**src/rtl/corec_pwr_sw.sv**
```systemverilog
// Power-switch sequencer for the gated core domain: walks the segmented switch
// chain one segment per STEP_DLY cycles and handshakes power state with the PMU.
module corec_pwr_sw #(
  parameter int SEG_NUM    = 4,
  parameter int STEP_DLY   = 8,
  parameter int SETTLE_DLY = 16,
  parameter int TMO        = 256
) (
  input  logic               pmu_clk,
  input  logic               pad_cpu_rst_b,
  input  logic               pmu_corec_sleep_in,
  input  logic               pmu_corec_isolation,
  input  logic [SEG_NUM-1:0] pwr_sw_ack_in,
  output logic               corec_pmu_sleep_out,
  output logic [SEG_NUM-1:0] pwr_sw_en,
  output logic               corec_pwr_good,
  output logic               pwr_sw_err
);

  localparam int IW = $clog2(SEG_NUM);
  localparam int CW = $clog2(STEP_DLY);
  localparam int SW = $clog2(SETTLE_DLY + 1);
  localparam int TW = $clog2(TMO + 1);

  localparam logic [IW-1:0] IDX_TOP     = IW'(SEG_NUM - 1);
  localparam logic [CW-1:0] STEP_LAST   = CW'(STEP_DLY - 1);
  localparam logic [SW-1:0] SETTLE_LAST = SW'(SETTLE_DLY - 1);
  localparam logic [TW-1:0] TMO_LAST    = TW'(TMO - 1);

  typedef enum logic [2:0] {
    S_ON, S_OFF_SEQ, S_OFF_WAIT, S_OFF, S_ON_SEQ, S_SETTLE
  } state_t;

  state_t             state, state_nxt;
  logic [CW-1:0]      step, step_nxt;
  logic [IW-1:0]      idx, idx_nxt;
  logic [SW-1:0]      settle, settle_nxt;
  logic [TW-1:0]      tmo, tmo_nxt;
  logic [SEG_NUM-1:0] en_nxt;
  logic               err_nxt;
  logic [SEG_NUM-1:0] ack_p0, ack_sync;

  always_ff @(posedge pmu_clk or negedge pad_cpu_rst_b) begin
    if (!pad_cpu_rst_b) begin
      state          <= S_ON;
      step           <= '0;
      idx            <= '0;
      settle         <= '0;
      tmo            <= '0;
      pwr_sw_en      <= '1;
      pwr_sw_err     <= 1'b0;
      corec_pwr_good <= 1'b1;
      ack_p0         <= '0;
      ack_sync       <= '0;
    end else begin
      state          <= state_nxt;
      step           <= step_nxt;
      idx            <= idx_nxt;
      settle         <= settle_nxt;
      tmo            <= tmo_nxt;
      pwr_sw_en      <= en_nxt;
      pwr_sw_err     <= err_nxt;
      corec_pwr_good <= (state_nxt == S_ON);
      ack_p0         <= pwr_sw_ack_in;
      ack_sync       <= ack_p0;
    end
  end

  always_comb begin
    state_nxt  = state;
    step_nxt   = step;
    idx_nxt    = idx;
    settle_nxt = settle;
    tmo_nxt    = (tmo == TMO_LAST) ? tmo : tmo + TW'(1);
    en_nxt     = pwr_sw_en;
    err_nxt    = pwr_sw_err;
    case (state)
      S_ON: begin
        if (pmu_corec_sleep_in && pmu_corec_isolation) begin
          state_nxt = S_OFF_SEQ;
          step_nxt  = '0;
          idx_nxt   = IDX_TOP;
        end else if (pmu_corec_sleep_in) begin
          err_nxt = 1'b1;
        end
      end
      S_OFF_SEQ: begin
        if (step == STEP_LAST) begin
          en_nxt[idx] = 1'b0;
          step_nxt    = '0;
          if (idx == '0) begin
            state_nxt = S_OFF_WAIT;
            tmo_nxt   = '0;
          end else begin
            idx_nxt = idx - IW'(1);
          end
        end else begin
          step_nxt = step + CW'(1);
        end
      end
      S_OFF_WAIT: begin
        // A missing ack is flagged but never blocks the handshake to the PMU.
        if (ack_sync == '0) begin
          state_nxt = S_OFF;
        end else if (tmo == TMO_LAST) begin
          state_nxt = S_OFF;
          err_nxt   = 1'b1;
        end
      end
      S_OFF: begin
        if (!pmu_corec_sleep_in) begin
          state_nxt = S_ON_SEQ;
          step_nxt  = '0;
          idx_nxt   = '0;
        end
      end
      S_ON_SEQ: begin
        if (step == STEP_LAST) begin
          en_nxt[idx] = 1'b1;
          step_nxt    = '0;
          if (idx == IDX_TOP) begin
            state_nxt  = S_SETTLE;
            settle_nxt = '0;
            tmo_nxt    = '0;
          end else begin
            idx_nxt = idx + IW'(1);
          end
        end else begin
          step_nxt = step + CW'(1);
        end
      end
      S_SETTLE: begin
        settle_nxt = (settle == SETTLE_LAST) ? settle : settle + SW'(1);
        if ((ack_sync == '1) && (settle >= SETTLE_LAST)) begin
          state_nxt = S_ON;
        end else if (tmo == TMO_LAST) begin
          state_nxt = S_ON;
          err_nxt   = 1'b1;
        end
      end
      default: state_nxt = S_ON;
    endcase
  end

  assign corec_pmu_sleep_out = (state == S_OFF);

endmodule

```
**config.mk**
```make
export PLATFORM = sky130hd
export DESIGN_NAME = corec_pwr_sw
export DESIGN_NICKNAME = d
export VERILOG_FILES = /design/src/rtl/corec_pwr_sw.sv
export SDC_FILE = /design/constraint.sdc
export NUM_CORES = 1
export LEC_CHECK = 0
export CORE_ASPECT_RATIO = 1.25
export CORE_MARGIN = 2
export CORE_UTILIZATION = 45
export DETAILED_ROUTE_END_ITERATION = 10
export PLACE_DENSITY = 0.69
export SYNTH_ARGS = -nofsm -noshare
export SYNTH_HDL_FRONTEND = slang
export SYNTH_SLANG_ARGS = --single-unit
export TNS_END_PERCENT = 20
```
**constraint.sdc**
```tcl
create_clock -name pmu_clk -period 1.7 [get_ports pmu_clk]
set_clock_uncertainty 0.15 [all_clocks]
set_input_delay 0.34 -clock pmu_clk [delete_from_list [all_inputs] [get_ports pmu_clk]]
set_output_delay 0.34 -clock pmu_clk [all_outputs]
set_load 0.01 [all_outputs]
```
=== After elaboration in Yosys (flattened, before gate mapping) ===
Cells that the tools add are included.

* Add/sub/neg operators: 5
* Multiply operators: 0
* Divide/modulo/power cells: 0
* Magnitude comparators: 3
* Eq/ne operators: 22
* Shifts and indexed selects: 0
* Muxes and demuxes: 43
* Bitwise operators: 3
* Reduce and logical (&&, ||, !) cells: 18

{| class="wikitable"
|+ Operators by type and width
! operator !! number
|-
| $mux W9 || 5
|-
| $mux W3 || 13
|-
| $ne A2 B2 Y1 const B || 12
|-
| $pmux W3 S6 || 1
|-
| $pmux W9 S2 || 1
|-
| $mux W5 || 3
|-
| $mux W2 || 6
|-
| $pmux W5 S2 || 1
|-
| $add A9 B1 Y9 const B || 1
|-
| $eq A3 B3 Y1 const B || 3
|-
| $eq A9 B8 Y1 const B || 1
|-
| $pmux W3 S3 || 1
|-
| $mux W4 || 2
|-
| $pmux W2 S4 || 1
|-
| $pmux W4 S2 || 1
|-
| $reduce_and A7 Y1 || 1
|-
| $eq A3 B2 Y1 const B || 2
|-
| $logic_not A3 Y1 || 2
|-
| $mux W1 || 6
|-
| $reduce_and A3 Y1 || 2
|-
| $reduce_bool A3 Y1 || 2
|-
| $add A5 B1 Y5 const B || 1
|-
| $eq A5 B4 Y1 const B || 1
|-
| $ge A5 B4 Y1 const B || 1
|-
| 21 further kinds || 24
|}

* Bits in registers: 36
* Bits in latches: 0
* Memory bits (writable): 0
* Memory bits (read-only): 0
* Input bits: 8
* Memories: 0

=== Depth between registers and ports, before layout ===
* Word-level depth: 8
* Mapped depth: 7
* Mapped depth without buffers: 7

=== Least setup slack after synthesis ===
No wires, ideal clock.

* Path type: register to register
* Start: register step[0]
* End: register state[0]
* Setup time: 0.131 ns
* Data arrival time: 1.566 ns
* Required time: 1.419 ns
* Setup slack: -0.147 ns
* Cell stages (with the launch flop): 7
* Buffers on the path: 0
* Period minus slack after synthesis: 1.847 ns
* Cells stage by stage: dfrtp_1 -> ha_1 -> ha_1 -> nor3b_4 -> or3_1 -> o2111ai_1 -> or3_1

* Word-level cells in the longest chain between the ends: 3
* Elaborated cells on any way between the ends: 4
* Those cells by class: eq/ne: 1; mux: 3

{| class="wikitable"
|+ RTL lines
! item !! RTL line !! source
|-
| from (decl) || 35 || <nowiki>logic [CW-1:0] step, step_nxt;</nowiki>
|-
| from (signal assigned) || 57 || <nowiki>step <= step_nxt;</nowiki>
|-
| $eq A3 B3 Y1 (*) || 88, 118 ||
|-
| $mux W3, on equally long branches || 118, 88 ||
|-
| $pmux W3 S6 (*) || 77 || <nowiki>case (state)</nowiki>
|-
| net state_nxt[0] || 34 || <nowiki>state_t state, state_nxt;</nowiki>
|-
| to (signal assigned) || 56 || <nowiki>state <= state_nxt;</nowiki>
|-
| to (decl) || 34 ||
|}

Mark *: on every way through the listed nets, which the timed path passes. The rest lies on a longest branch.
A chain may end at the register's enable or synchronous reset.

=== Worst setup path in the final report ===
Same ends and word-level chain as after synthesis.

==> results.md <==
* Reg-to-reg endpoint: state[0]
* Critical Path RT at 1.72 ns
* Most frequent CP cell: or3_1
* Die X at 60.9 um
* Net Sw Frac at 36.2%
* Mapped Area at 1820 sq um
* Yosys warnings at 0
* R2R depth at 6
* Share of layout cells above drive strength 1 at 36.9%
* Reg2Reg Setup Slack at -0.13 ns
* Hold_ws at 0.203 ns
* Die Ht at 75.1 um
* DRC errors left at 0
* N_diodes at 0
* Hold Vio Cnt, Final at 0
* Cell count after synthesis at 164
* Core area at 3850 sq um
* Status: finished, violations left
* Final Max Slew Viols at 0
* Crit start category: register
* Gr usage total at 20.3%
* Vias/cell at 5.51
* Worst VDD drop at 0.716 mV
* Final wirelength at 4020 um
* Most frequent cells in the layout: dfrtp_1 (30), buf_4 (30), nor2_1 (15)
* CTS buffer count at 5
* Clock Latency Late Sink at 0.29 ns
* Final cell count without fillers at 268
* Data arrival time of the worst path at 1.84 ns
* Register share of total power at 35.8%
* Synthesized Nets at 177
* Avg WL per Cell at 15.0 um
* Fill count at 300
* Post-layout worst setup margin at -0.126 ns
* Setup violations, final at 8
* Failing checks: negative setup slack
* Die area at 4580 sq um
* CTS tree: yes
* Crit-path max FO at 5
* Clk sinks at 36
* Hold Path Class: register to register
* Critical path origin: step[0]
* Hold path start: ack_p0[2]
* GR Overflow Total at 0
* Routability cong. at 0.864
* Post-synth EDFFs at 0
* Via count at 1476
* Commonest register cell after synthesis: dfrtp_1
* H-tree levels at 2
* Port-buffer cells at 14
* # hold bufs at CTS at 0
* Worst-Margin Slew at 0.249 ns
* Vias in the first global route at 1577
* Dpl cells at 258
* Highest Clock Rate at 0.548 GHz
* DPL Wire Length at 3000 um
* Layout Area Growth over Synthesis at 34.5%
* Synthesized flop and latch total at 36
* DRT iter0 DRCs at 106
* Clock network power share at 16.3%
* Crit path cell chain: ha_2 > ha_4 > nor3b_4 > or3_1 > o2111ai_2 > or3_1
* Root Driver: clkbuf_8
* Sequential element share of the synthesized area at 49.8%
* FF-to-FF Start: step[0]
* CP Class: register to register
* Slew headroom at 83.3%
* Num rows at 25
* Setup crit end kind: register
* Clock-pin slew on the worst setup and hold paths at 0.07 ns
* Min Tclk post-route at 1.83 ns
* Max Cap Viol at 0
* P_leak at 1.05 nW
* Pre-antenna DRT Iters at 4
* P_sw at 1.37 mW
* Nets at 226
* Antenna violations before repair at 0
* Fin Setup TNS at -0.273 ns
* I/O pin total at 15
* Final period util at 107%
* Worst path max stage delay at 0.37 ns
* Netlist cell types at 51
* Internal at 2.42 mW
* Largest net degree at the start of global routing at 37
* Logic pwr share at 47.9%
* Asr flop ratio synth at 100%
* Unrepaired setup endpoints after global routing: yes
* Number of routed nets with antenna violations at 0
* First-pass GRT wire length at 6700 um
* Worst path slowest cell: or3_1
* Mapped Avg Cell Area at 11.1 sq um
* Starting Density at 47.3%
* Power per Cell Area at 1550 nW/um^2
* Crit path to: state[0]
* Maximum root-to-sink buffer count at 2
[critical path, delay by kind of cell, from the launching register on]
kind                       cells  cell delay, ns
AOI/OAI and AO/OA              1            0.13
adders and majority gates      2            0.36
DFF                            1            0.36
and+or+nand+nor                3            0.70
[per-layer routing]
metal | routed length [um] | up-vias | track usage [%]
met5 | 0 | - | 0
met4 | 110 | 0 | 11.1
met3 | 202 | 9 | 4.81
met2 | 2230 | 43 | 35.7
met1 | 1480 | 726 | 22.2
li1 | - | 698 | -
[cell usage after synthesis (all sizes together), types with 2 or more instances]
cell type / count / area share (%)
dfrtp: 31 / 43
nor2: 17 / 3.9
a21oi: 9 / 2.5
nand2: 9 / 1.9
nand4: 7 / 2.4
a22o: 5 / 2.4
buf: 5 / 2.0
dfstp: 5 / 7.2
ha: 5 / 3.4
inv: 5 / 1.0
nand3: 5 / 1.6
xnor2: 5 / 3.4
a211oi: 4 / 1.6
a21o: 4 / 1.6
mux2: 4 / 2.5
nor3: 4 / 1.1
o21ai: 4 / 1.1
o2bb2ai: 4 / 1.9
or3: 3 / 1.0
and2: 2 / 0.82
and3: 2 / 0.69
mux2i: 2 / 1.1
nand2b: 2 / 0.69
nor3b: 2 / 2.1
nor4: 2 / 0.69
[area by class of cell]
| type | count | area [sq um] | area share (%) |
|---|---|---|---|
| multi-input cells | 118 | 953 | 38.9 |
| flip-flops and latches | 36 | 908 | 37.1 |
| repair buffers | 47 | 410 | 16.7 |
| clock buffers | 6 | 82.6 | 3.37 |
| well taps | 54 | 67.6 | 2.76 |
| inverters | 5 | 18.8 | 0.766 |
| clock inverters | 2 | 10.0 | 0.408 |
[power groups by stage]
| stage | sequential (mW) | combinational, mW | clock, mW |
|---|---|---|---|
| after CTS | 1.35 | 1.70 | 0.634 |
| after global placement | 1.34 | 1.61 | 0 |
| after detailed placement | 1.36 | 1.71 | 0 |
| after floorplan | 1.35 | 1.05 | 0 |
| after global routing | 1.39 | 1.98 | 0.675 |
| final | 1.36 | 1.81 | 0.619 |
[logic make-up after synthesis]
family | synth area share (%)
AOI/OAI and AO/OA | 16.6
xor gates and xnor gates | 3.91
adders and majority gates | 3.43
buffers and inverters | 3.02
DFF | 49.8
muxes | 3.57
and+or+nand+nor | 19.6
[how the worst min path moves through the flow]
stage	to	slack [ns]	cells past startpoint
after floorplan	ack_p0[0]	-0.11	0
final	ack_sync[2]	0.20	0
after CTS	ack_sync[3]	0.20	0
after global routing	ack_sync[3]	0.21	0
after detailed placement	ack_sync[3]	0.19	0
after global placement	ack_sync[0]	0.19	0
[through the flow]
| stage | power (mW) | worst slack [ns] | util (%) | instance area (sq um) |
|---|---|---|---|---|
| after floorplan | 2.40 | -0.0646 | - | 1860 |
| after global placement | 2.95 | -0.151 | 59.5 | 2290 |
| after detailed placement | 3.08 | -0.181 | 59.5 | 2290 |
| after CTS | 3.69 | -0.104 | 61.9 | 2380 |
| after global routing | 4.05 | -0.219 | 63.7 | 2450 |
| final | 3.79 | -0.126 | 63.7 | 2450 |
[repair_timing]
item                       4_1_cts  5_1_grt
setup endpoints to repair       15       21
buffers inserted                 0        2
pin swaps                        5        9
gates resized for setup         11       14
Note: power is estimated with default switching activity, not from simulation.
